File: src/rtl/regfile_cmd_pkg.sv
// Shared definitions for the register-file command front-end: opcodes, FSM states
// and the bytes-per-word derivation.
package regfile_cmd_pkg;

    localparam logic [7:0] OP_WRITE = 8'hA5;
    localparam logic [7:0] OP_READ  = 8'h5A;

    typedef enum logic [2:0] {
        IDLE,
        GET_ADDR,
        GET_DATA,
        WRITE,
        READ,
        WAIT_RD,
        SEND
    } state_t;

    function automatic int nb_of(input int width);
        return width / 8;
    endfunction

endpackage

File: src/rtl/regfile_cmd_ser.sv
// Word-to-byte response serializer: loads a word, then presents it LSB byte first
// on a valid/ready stream, pulsing done_o when the last byte is taken.
module regfile_cmd_ser
    import regfile_cmd_pkg::*;
#(
    parameter int WIDTH = 16
) (
    input  logic             clk,
    input  logic             reset_n,
    input  logic             load_i,
    input  logic [WIDTH-1:0] word_i,
    input  logic             ready_i,
    output logic [7:0]       data_o,
    output logic             valid_o,
    output logic             done_o
);

    localparam int NB = nb_of(WIDTH);
    localparam int CW = (NB > 1) ? $clog2(NB) : 1;
    localparam logic [CW-1:0] LAST = CW'(NB - 1);

    logic [WIDTH-1:0] word_q, word_d;
    logic [CW-1:0]    cnt_q, cnt_d;
    logic             valid_q, valid_d;

    always_comb begin
        word_d  = word_q;
        cnt_d   = cnt_q;
        valid_d = valid_q;
        done_o  = 1'b0;
        if (load_i) begin
            word_d  = word_i;
            cnt_d   = '0;
            valid_d = 1'b1;
        end else if (valid_q && ready_i) begin
            // Shift so the byte on data_o always comes straight from a register.
            word_d = word_q >> 8;
            if (cnt_q == LAST) begin
                cnt_d   = '0;
                valid_d = 1'b0;
                done_o  = 1'b1;
            end else begin
                cnt_d = cnt_q + 1'b1;
            end
        end
    end

    always_ff @(posedge clk) begin
        if (!reset_n) begin
            word_q  <= '0;
            cnt_q   <= '0;
            valid_q <= 1'b0;
        end else begin
            word_q  <= word_d;
            cnt_q   <= cnt_d;
            valid_q <= valid_d;
        end
    end

    assign data_o  = word_q[7:0];
    assign valid_o = valid_q;

endmodule

File: src/rtl/regfile_cmd_ctrl.sv
// Byte-stream command decoder/FSM driving the register file strobes, address and data.
// Optional: define REGFILE_CMD_ADDR_CHECK_EN to reject address bytes with upper bits set.
module regfile_cmd_ctrl
    import regfile_cmd_pkg::*;
#(
    parameter int WIDTH = 16,
    parameter int ADDR  = 3
) (
    input  logic             clk,
    input  logic             reset_n,
    input  logic [7:0]       in_data,
    input  logic             in_valid,
    output logic             in_ready,
    output logic [7:0]       out_data,
    output logic             out_valid,
    input  logic             out_ready,
    output logic             rf_wr_en,
    output logic             rf_rd_en,
    output logic [ADDR-1:0]  rf_address,
    output logic [WIDTH-1:0] rf_wr_data,
    input  logic [WIDTH-1:0] rf_rd_data,
    output logic             busy,
    output logic             err
);

    localparam int NB = nb_of(WIDTH);
    localparam int CW = (NB > 1) ? $clog2(NB) : 1;
    localparam logic [CW-1:0] LAST = CW'(NB - 1);

    state_t           state_q, state_d;
    logic             is_wr_q, is_wr_d;
    logic             bad_q, bad_d;
    logic [CW-1:0]    cnt_q, cnt_d;
    logic [ADDR-1:0]  addr_q, addr_d;
    logic [WIDTH-1:0] wdata_q, wdata_d;
    logic             err_q, err_d;
    logic             in_ready_q, wr_en_q, rd_en_q, busy_q;
    logic             accept, addr_bad;
    logic             ser_load, ser_done;
    logic [WIDTH-1:0] ser_word;

    assign accept = in_valid && in_ready_q;

`ifdef REGFILE_CMD_ADDR_CHECK_EN
    assign addr_bad = ((in_data >> ADDR) != 8'h00);
`else
    assign addr_bad = 1'b0;
`endif

    always_comb begin
        state_d  = state_q;
        is_wr_d  = is_wr_q;
        bad_d    = bad_q;
        cnt_d    = cnt_q;
        addr_d   = addr_q;
        wdata_d  = wdata_q;
        err_d    = 1'b0;
        ser_load = 1'b0;
        ser_word = rf_rd_data;
        case (state_q)
            IDLE: begin
                if (accept) begin
                    if (in_data == OP_WRITE) begin
                        is_wr_d = 1'b1;
                        state_d = GET_ADDR;
                    end else if (in_data == OP_READ) begin
                        is_wr_d = 1'b0;
                        state_d = GET_ADDR;
                    end else begin
                        err_d = 1'b1;
                    end
                end
            end
            GET_ADDR: begin
                if (accept) begin
                    addr_d = in_data[ADDR-1:0];
                    cnt_d  = '0;
                    bad_d  = addr_bad;
                    err_d  = addr_bad;
                    if (is_wr_q) begin
                        state_d = GET_DATA;
                    end else if (addr_bad) begin
                        // Rejected read answers with an all-zero word, no register access.
                        ser_load = 1'b1;
                        ser_word = '0;
                        state_d  = SEND;
                    end else begin
                        state_d = READ;
                    end
                end
            end
            GET_DATA: begin
                if (accept) begin
                    wdata_d[8*cnt_q +: 8] = in_data;
                    if (cnt_q == LAST) begin
                        cnt_d   = '0;
                        state_d = bad_q ? IDLE : WRITE;
                    end else begin
                        cnt_d = cnt_q + 1'b1;
                    end
                end
            end
            WRITE:   state_d = IDLE;
            READ:    state_d = WAIT_RD;
            WAIT_RD: begin
                ser_load = 1'b1;
                cnt_d    = '0;
                state_d  = SEND;
            end
            SEND: begin
                if (ser_done) state_d = IDLE;
            end
            default: state_d = IDLE;
        endcase
    end

    // Strobes and handshake outputs are decoded from the next state so they are registered.
    always_ff @(posedge clk) begin
        if (!reset_n) begin
            state_q    <= IDLE;
            is_wr_q    <= 1'b0;
            bad_q      <= 1'b0;
            cnt_q      <= '0;
            addr_q     <= '0;
            wdata_q    <= '0;
            err_q      <= 1'b0;
            in_ready_q <= 1'b0;
            wr_en_q    <= 1'b0;
            rd_en_q    <= 1'b0;
            busy_q     <= 1'b0;
        end else begin
            state_q    <= state_d;
            is_wr_q    <= is_wr_d;
            bad_q      <= bad_d;
            cnt_q      <= cnt_d;
            addr_q     <= addr_d;
            wdata_q    <= wdata_d;
            err_q      <= err_d;
            in_ready_q <= (state_d == IDLE) || (state_d == GET_ADDR) || (state_d == GET_DATA);
            wr_en_q    <= (state_d == WRITE);
            rd_en_q    <= (state_d == READ);
            busy_q     <= (state_d != IDLE);
        end
    end

    regfile_cmd_ser #(
        .WIDTH (WIDTH)
    ) u_ser (
        .clk     (clk),
        .reset_n (reset_n),
        .load_i  (ser_load),
        .word_i  (ser_word),
        .ready_i (out_ready),
        .data_o  (out_data),
        .valid_o (out_valid),
        .done_o  (ser_done)
    );

    assign in_ready   = in_ready_q;
    assign rf_wr_en   = wr_en_q;
    assign rf_rd_en   = rd_en_q;
    assign rf_address = addr_q;
    assign rf_wr_data = wdata_q;
    assign busy       = busy_q;
    assign err        = err_q;

endmodule
File: config.mk
export PLATFORM = sky130hd
export DESIGN_NAME = regfile_cmd_ctrl
export DESIGN_NICKNAME = d
export VERILOG_FILES = /design/src/rtl/regfile_cmd_pkg.sv /design/src/rtl/regfile_cmd_ser.sv /design/src/rtl/regfile_cmd_ctrl.sv
export SDC_FILE = /design/constraint.sdc
export NUM_CORES = 1
export LEC_CHECK = 0
export ABC_AREA = 1
export CORE_ASPECT_RATIO = 2
export CORE_UTILIZATION = 40
export CTS_BUF_LIST = sky130_fd_sc_hd__clkbuf_16
export CTS_CLUSTER_DIAMETER = 100
export DETAILED_ROUTE_END_ITERATION = 8
export PLACE_DENSITY_LB_ADDON = 0.25
export SETUP_SLACK_MARGIN = 0.5
export SLEW_MARGIN = 40
export SYNTH_ARGS = -nofsm -noshare
export SYNTH_HDL_FRONTEND = slang
export SYNTH_HIERARCHICAL = 1
export SYNTH_SLANG_ARGS = --single-unit
File: constraint.sdc
create_clock -name clk -period 4.8 [get_ports clk]
set_clock_uncertainty 0.05 [all_clocks]
set_input_delay 0.48 -clock clk [delete_from_list [all_inputs] [get_ports clk]]
set_output_delay 0.48 -clock clk [all_outputs]
set_load 0.1 [all_outputs]
==> metrics <==
status completed; syn_area_per_cell 7.565 um^2; crit-path leading delay family buffers and inverters; n_diodes 0; path type of the worst min-delay path reg -> reg; WHS Path Cells 2; Tcrit/Tclk final between 40 and 50%; Placed Instance Area 2465 um^2; area growth from synthesis to layout 23.47%; slowest CP cell inv_1; initial DRC count 27; count leader, synth nand2_1; Hold Slack ~0.44 ns; DP Wirelength approximately 3200 um; reg-to-reg setup timing slack around 2.7 ns; Max VDD drop ~0.24 mV; IO Pins 61; post-cts sizing count 0; Max Slew Vio Count 0; via-per-instance ratio between 4 and 5; CP arrival between 2 and 2.5 ns; Netlist Area Pre-Place roughly 2100 um^2; postcts setup bufs 0; Die W between 50 and 60 um; syn nets slightly above 300; CTS tree built; number of synthesis warnings 6; top post-synthesis cells by count 57 x nand2_1, 47 x dfxtp_1, 37 x nor2_1; Sequential Power Share 50.8%; CP Capture Type flop; Slew headroom 49.52%; drt first pass iters 4; clock root cell clkbuf_16; FFs w/ async S/R, synth 0%; Cell Int Power slightly above 0.6 mW; WL/cell 11.58 um; core region area ~5100 um^2; clock buffer depth 2; FF-to-FF Start state_q[1]; Die Span Y approximately 100 um; WP buf/inv 3; initial antenna violation count 0; setup TNS 0 ns; combinational power share under 10%; Worst path max stage delay between 0.5 and 0.6 ns; sw frac a little over a fifth; post-synth top area share between 40% and 50%; crit path launch type flop; die area around 5600 um^2; Worst Tran Pin Value between 0.7 and 0.8 ns; EDFF count, synth 0; Top FF cell, synth dfxtp_1; largest net degree at the start of global routing 35; H-tree levels 2; crit path from state_q[1]; crit-path max FO 24; Fin. Hold Viols 0; post-route DRC violation count 0; pwr dens just under 300 nW/um^2; final non-filler cell total a little under 400; unrepaired setup endpoints after global routing false; gp weighted congestion around 0.80; Yosys top cell by area dfxtp_1; max cap viols 0; hold_buf cts 0; fmax 0.4825 GHz; GRT overflow 0; Synth Register Bits 47; post-route minimum period just over 2 ns; Seq/Total Area, Yosys 44.58%; layout cells sized above 1 ~23%; vias after detailed routing roughly 1900; switching pwr 0.1668 mW; number of global-route vias before repair approximately 1800; r2r endpoint u_ser/word_q[6]; Crit Path Category reg -> reg; Hold EP u_ser/word_q[14]; global-route usage over all layers between 10% and 20%; clk_lat worst skew around 0.29 ns; Final #Nets roughly 360; cell count after placement 379; clock power share ~43%; FP Rows 37; CTS Buf Count 5; Worst EP required 4.93 ns; Hold Path Origin u_ser/word_q[14]; Synth Instances 279; Post-Route WL about 4500 um; first-pass GRT wire length roughly 7700 um; Clock transition at path regs about 0.06 ns; r2r worst-path depth 8; Initial Util approximately 41%; Cell variety after synth 25; Buffers on Ports 60; clock sinks between 40 and 50; Leak about 1.3 nW; final setup vio count 0; antenna viol nets, final 0; fin area approximately 2600 um^2; top post-synthesis cells by area dfxtp_1 45%, nand2_1 10%, nor2_1 6.6%; worst path cell trace inv_1 -> nand3_1 -> inv_1 -> inv_2 -> nand2_1 -> nand2_1 -> nor2_1 -> nor2_1; Core Util, Final between 50% and 60%
## flip-flops by register name (all words and copies together) (netlist names)
signal / count
cnt_q: 1
rf_wr_data: 16
busy: 1
rf_wr_en: 1
u_ser/valid_o: 1
state_q: 3
err: 1
rf_address: 3
u_ser/word_q: 16
is_wr_q: 1
u_ser/cnt_q: 1
in_ready: 1
rf_rd_en: 1
## power by group through the flow
stage | Sequential, mW | Combinational (mW) | Clock (mW)
floorplan | 0.407 | 0.0133 | 0
global placement | 0.400 | 0.0492 | 0
detailed placement | 0.400 | 0.0480 | 0
CTS | 0.391 | 0.0484 | 0.342
global route | 0.391 | 0.0521 | 0.353
finish | 0.391 | 0.0479 | 0.331
## worst max path at each step
stage	to	slack, ns	cells past startpoint
final	u_ser/word_q[6]	2.73	8
after global routing	u_ser/word_q[2]	2.50	8
after CTS	busy	2.70	11
after detailed placement	busy	2.44	12
after global placement	in_ready	2.38	3
after floorplan	busy	2.64	11
## tightest hold or removal path: cells and delay by family, from the launching register on
| kind | cells | cell delay, ns |
|---|---|---|
| AOI/OAI and AO/OA | 1 | 0.05 |
| and+or+nand+nor | 1 | 0.09 |
| DFF | 1 | 0.31 |
## logic make-up (layout without fill, tap and decap cells)
| kind of cell | Yosys count | after routing | synth area share [%] |
|---|---|---|---|
| AO/OA/AOI/OAI | 54 | 54 | 14.76 |
| buffers and inverters | 46 | 96 | 12.03 |
| flip-flops | 47 | 47 | 44.58 |
| AND/OR/NAND/NOR | 132 | 132 | 28.63 |
## area by class of cell
type	instances	area [um^2]
sequential	47	940.9
timing repair buffer	60	430.4
inverter	28	105.1
fill	517	2486
multi-input combinational	186	915.9
tap	58	72.57
clock inverter	3	16.27
clock buffer	5	125.1
## layer usage
metal / up-vias / global-route usage, % / part of all wire, %
met5: - / 0 / 0
met4: 0 / 8.835 / 2.3
met3: 8 / 3.348 / 4.6
met2: 46 / 33.30 / 54
met1: 817 / 18.54 / 39
li1: 981 / - / -
## stage by stage
step	setup slack (ns)	power, mW
3_5_place_dp	2.437	0.4481
5_1_grt	2.500	0.7961
2_1_floorplan	2.637	0.4199
6_report	2.727	0.7705
4_1_cts	2.701	0.7817
3_3_place_gp	2.375	0.4493
## cell usage in the layout (no fill, tap or decap)
master / n
nor2_4: 1
nor2_1: 37
nand3_4: 1
nand3_2: 2
nor2_2: 1
clkinv_2: 1
clkdlybuf4s50_1: 26
clkbuf_16: 5
dfxtp_1: 47
o21ai_1: 3
buf_2: 34
nand3_1: 20
nand2_1: 57
o21ai_2: 1
a21oi_1: 20
o21ai_0: 20
inv_1: 15
clkinvlp_4: 1
nor3_1: 1
nor4_2: 1
nor3_4: 1
clkinv_1: 8
a21oi_2: 10
inv_2: 6
nand2_2: 10
(Power assumes the default switching activity.)
==> RTL change, RTL diff (same settings) <==
`ADDR`: 3 -> 5.
--- a/src/rtl/regfile_cmd_ctrl.sv
+++ b/src/rtl/regfile_cmd_ctrl.sv
@@ -5,5 +5,5 @@
 #(
     parameter int WIDTH = 16,
-    parameter int ADDR  = 3
+    parameter int ADDR  = 5
 ) (
     input  logic             clk,
Ports: changed (resized rf_address); port bits go from 61 to 63. The function was not compared with the original's and may differ.
==> RTL change against the original RTL <==
Setup slack gained 0.021 ns; critical path type is now in -> reg; largest power group unchanged; sequential cell count grew 2; non-clock buffer count grew 2; synthesized area increased by 4.0%; highest routed layer unchanged; routed wire length up 3.4%; total power increased by 9.6%; combinational power increased by 4%; cell area up 4.6%; cell count grew 4.7%; fmax grew 1.0%.
==> RTL change: results (changes against the original RTL) <==
[pwr]
pg_clk_mw = 0.387  ; was 0.331 mW
cellLeakagePower_nw = 1.29  ; was 1.27 nW
ir_drop_mv = 0.271  ; was 0.243 mV
p_per_area_mw_per_mm2 = 310  ; was 296 mW/mm²
intPower_mw = 0.674  ; was 0.604 mW
p_comb_mw = 0.0496  ; was 0.0479 mW

[place]
dp_slack_ns = 2.46  ; was 2.44 ns
placed_cell_area_mm2 = 0.00256  ; was 0.00246 mm²
detailed_place_hpwl_um = 3380  ; was 3240 µm
port_buffers = 62  ; was 60
place_congestion = 0.775  ; was 0.797
placed_cells = 397  ; was 379

[cts]
cts_resized = 0  ; unchanged
cts_max_level = 2  ; unchanged
cts-root-buf = clkbuf_16  ; unchanged
clock_path_buffers = 2  ; unchanged

[synthesis]
ys_seq_area_frac = 0.447  ; was 0.446
async_flop_share = 0  ; unchanged
netlist_top_cells_count = nand2_1 (58), dfxtp_1 (49), nor2_1 (35)  ; was nand2_1 (57), dfxtp_1 (47), nor2_1 (37)
netlist_instances = 295  ; was 279
synth_ff_type = dfxtp_1  ; unchanged
synth_cell_type_count = 23  ; was 25
syn-num-nets = 323  ; was 307
synth_area_leaders = dfxtp_1 (45%), nand2_1 (9.9%), nor2_1 (6.0%)  ; was dfxtp_1 (45%), nand2_1 (10%), nor2_1 (6.6%)

[run_status]
status = finished clean  ; unchanged

[detailed_routing]
dr.first_iter.drc_count = 21  ; was 27
routed_wl_um = 4640  ; was 4480 µm
wl_per_cell_um = 11.4  ; was 11.6 µm
firstDrtPassIters = 4  ; unchanged
num_vias = 1895  ; was 1852

[grt]
grt_pass1_wl_um = 7600  ; was 7670 µm
antenna_found_initial = 0  ; unchanged
grt_max_degree = 36  ; was 35
grt_overflow = 0  ; unchanged
first_global_vias = 1797  ; was 1841
grtUsageTotal = 0.175  ; was 0.183

[sta]
setup_ws_ns = 2.75  ; was 2.73 ns
whs_ns = 0.390  ; was 0.439 ns
tightest_slew_ns = 0.763  ; was 0.756 ns

[worst_setup_path]
path_max_fanout = 17  ; was 24
cp.arrival_ns = 2.18  ; was 2.20 ns
path_class = in -> reg  ; was reg -> reg
cp-startpoint = out_ready  ; was state_q[1]$_SDFF_PN0_
r2r_end = u_ser/word_q[3]$_SDFFE_PN0P_  ; was u_ser/word_q[6]$_SDFFE_PN0P_
crit_family = simple AND/OR/NAND/NOR gates  ; was buffers and inverters
r2r_slack_ns = 2.80  ; was 2.73 ns
critPathLaunchType = primary input  ; was flip-flop
rr_worst_depth = 8  ; unchanged
crit_path_end = busy$_SDFF_PN0_  ; was u_ser/word_q[6]$_SDFFE_PN0P_
crit_path_top_delay_cell = clkdlybuf4s50_1  ; was inv_1
critPathMaxStageDelay_ns = 0.52  ; was 0.58 ns

[cells_and_area]
drive_above_1_share = 0.233  ; was 0.228
antenna_cells = 0  ; unchanged
nets = 374  ; was 356

[worst_hold_path]
worstHoldPathType = reg -> reg  ; unchanged

RTL change: cell count changes in the layout (fill, tap and decap cells not counted), sizes merged, moves of 2 or more:
cell / unedited run / this run
buf: 34 / 36
dfxtp: 47 / 49
inv: 21 / 26
nand2: 67 / 70
a21oi: 30 / 32
RTL change: final cells by class:
type,count,area [µm²]
timing repair buffer,62,440
fill,533,2510
clock buffer,5,125
multi-input combinational,193,933
clock inverter,3,41.3
inverter,35,131
tap,58,72.6
sequential,49,981
RTL change: how the worst min path moves through the flow:
stage,startpoint,endpoint,cells past startpoint
2_1_floorplan,u_ser/cnt_q$_SDFFE_PP0P_,u_ser/cnt_q$_SDFFE_PP0P_,2
3_3_place_gp,rf_wr_data[6]$_SDFFE_PN0P_,rf_wr_data[6]$_SDFFE_PN0P_,2
3_5_place_dp,rf_wr_data[6]$_SDFFE_PN0P_,rf_wr_data[6]$_SDFFE_PN0P_,2
4_1_cts,rf_wr_data[6]$_SDFFE_PN0P_,rf_wr_data[6]$_SDFFE_PN0P_,2
5_1_grt,rf_wr_data[7]$_SDFFE_PN0P_,rf_wr_data[7]$_SDFFE_PN0P_,2
6_report,rf_wr_data[6]$_SDFFE_PN0P_,rf_wr_data[6]$_SDFFE_PN0P_,2
RTL change: metal layers:
layer	up-vias	wire length, µm	GRT usage
met5	-	0	0
met4	0	75	0.0659
met3	7	184	0.0270
met2	41	2510	0.324
met1	820	1860	0.183
li1	1027	-	-
RTL change: logic make-up after synthesis:
logic type	count (synthesis)	synth area share
simple gates	136	0.277
compound gates	57	0.149
flops	49	0.447
buf+inv	53	0.128
RTL change: worst min-delay path: cells and delay by family, from the launching register on:
| family | cells | cell delay (ns) |
|---|---|---|
| buffers and inverters | 1 | 0.04 |
| DFF | 1 | 0.31 |
| AOI/OAI and AO/OA | 1 | 0.05 |
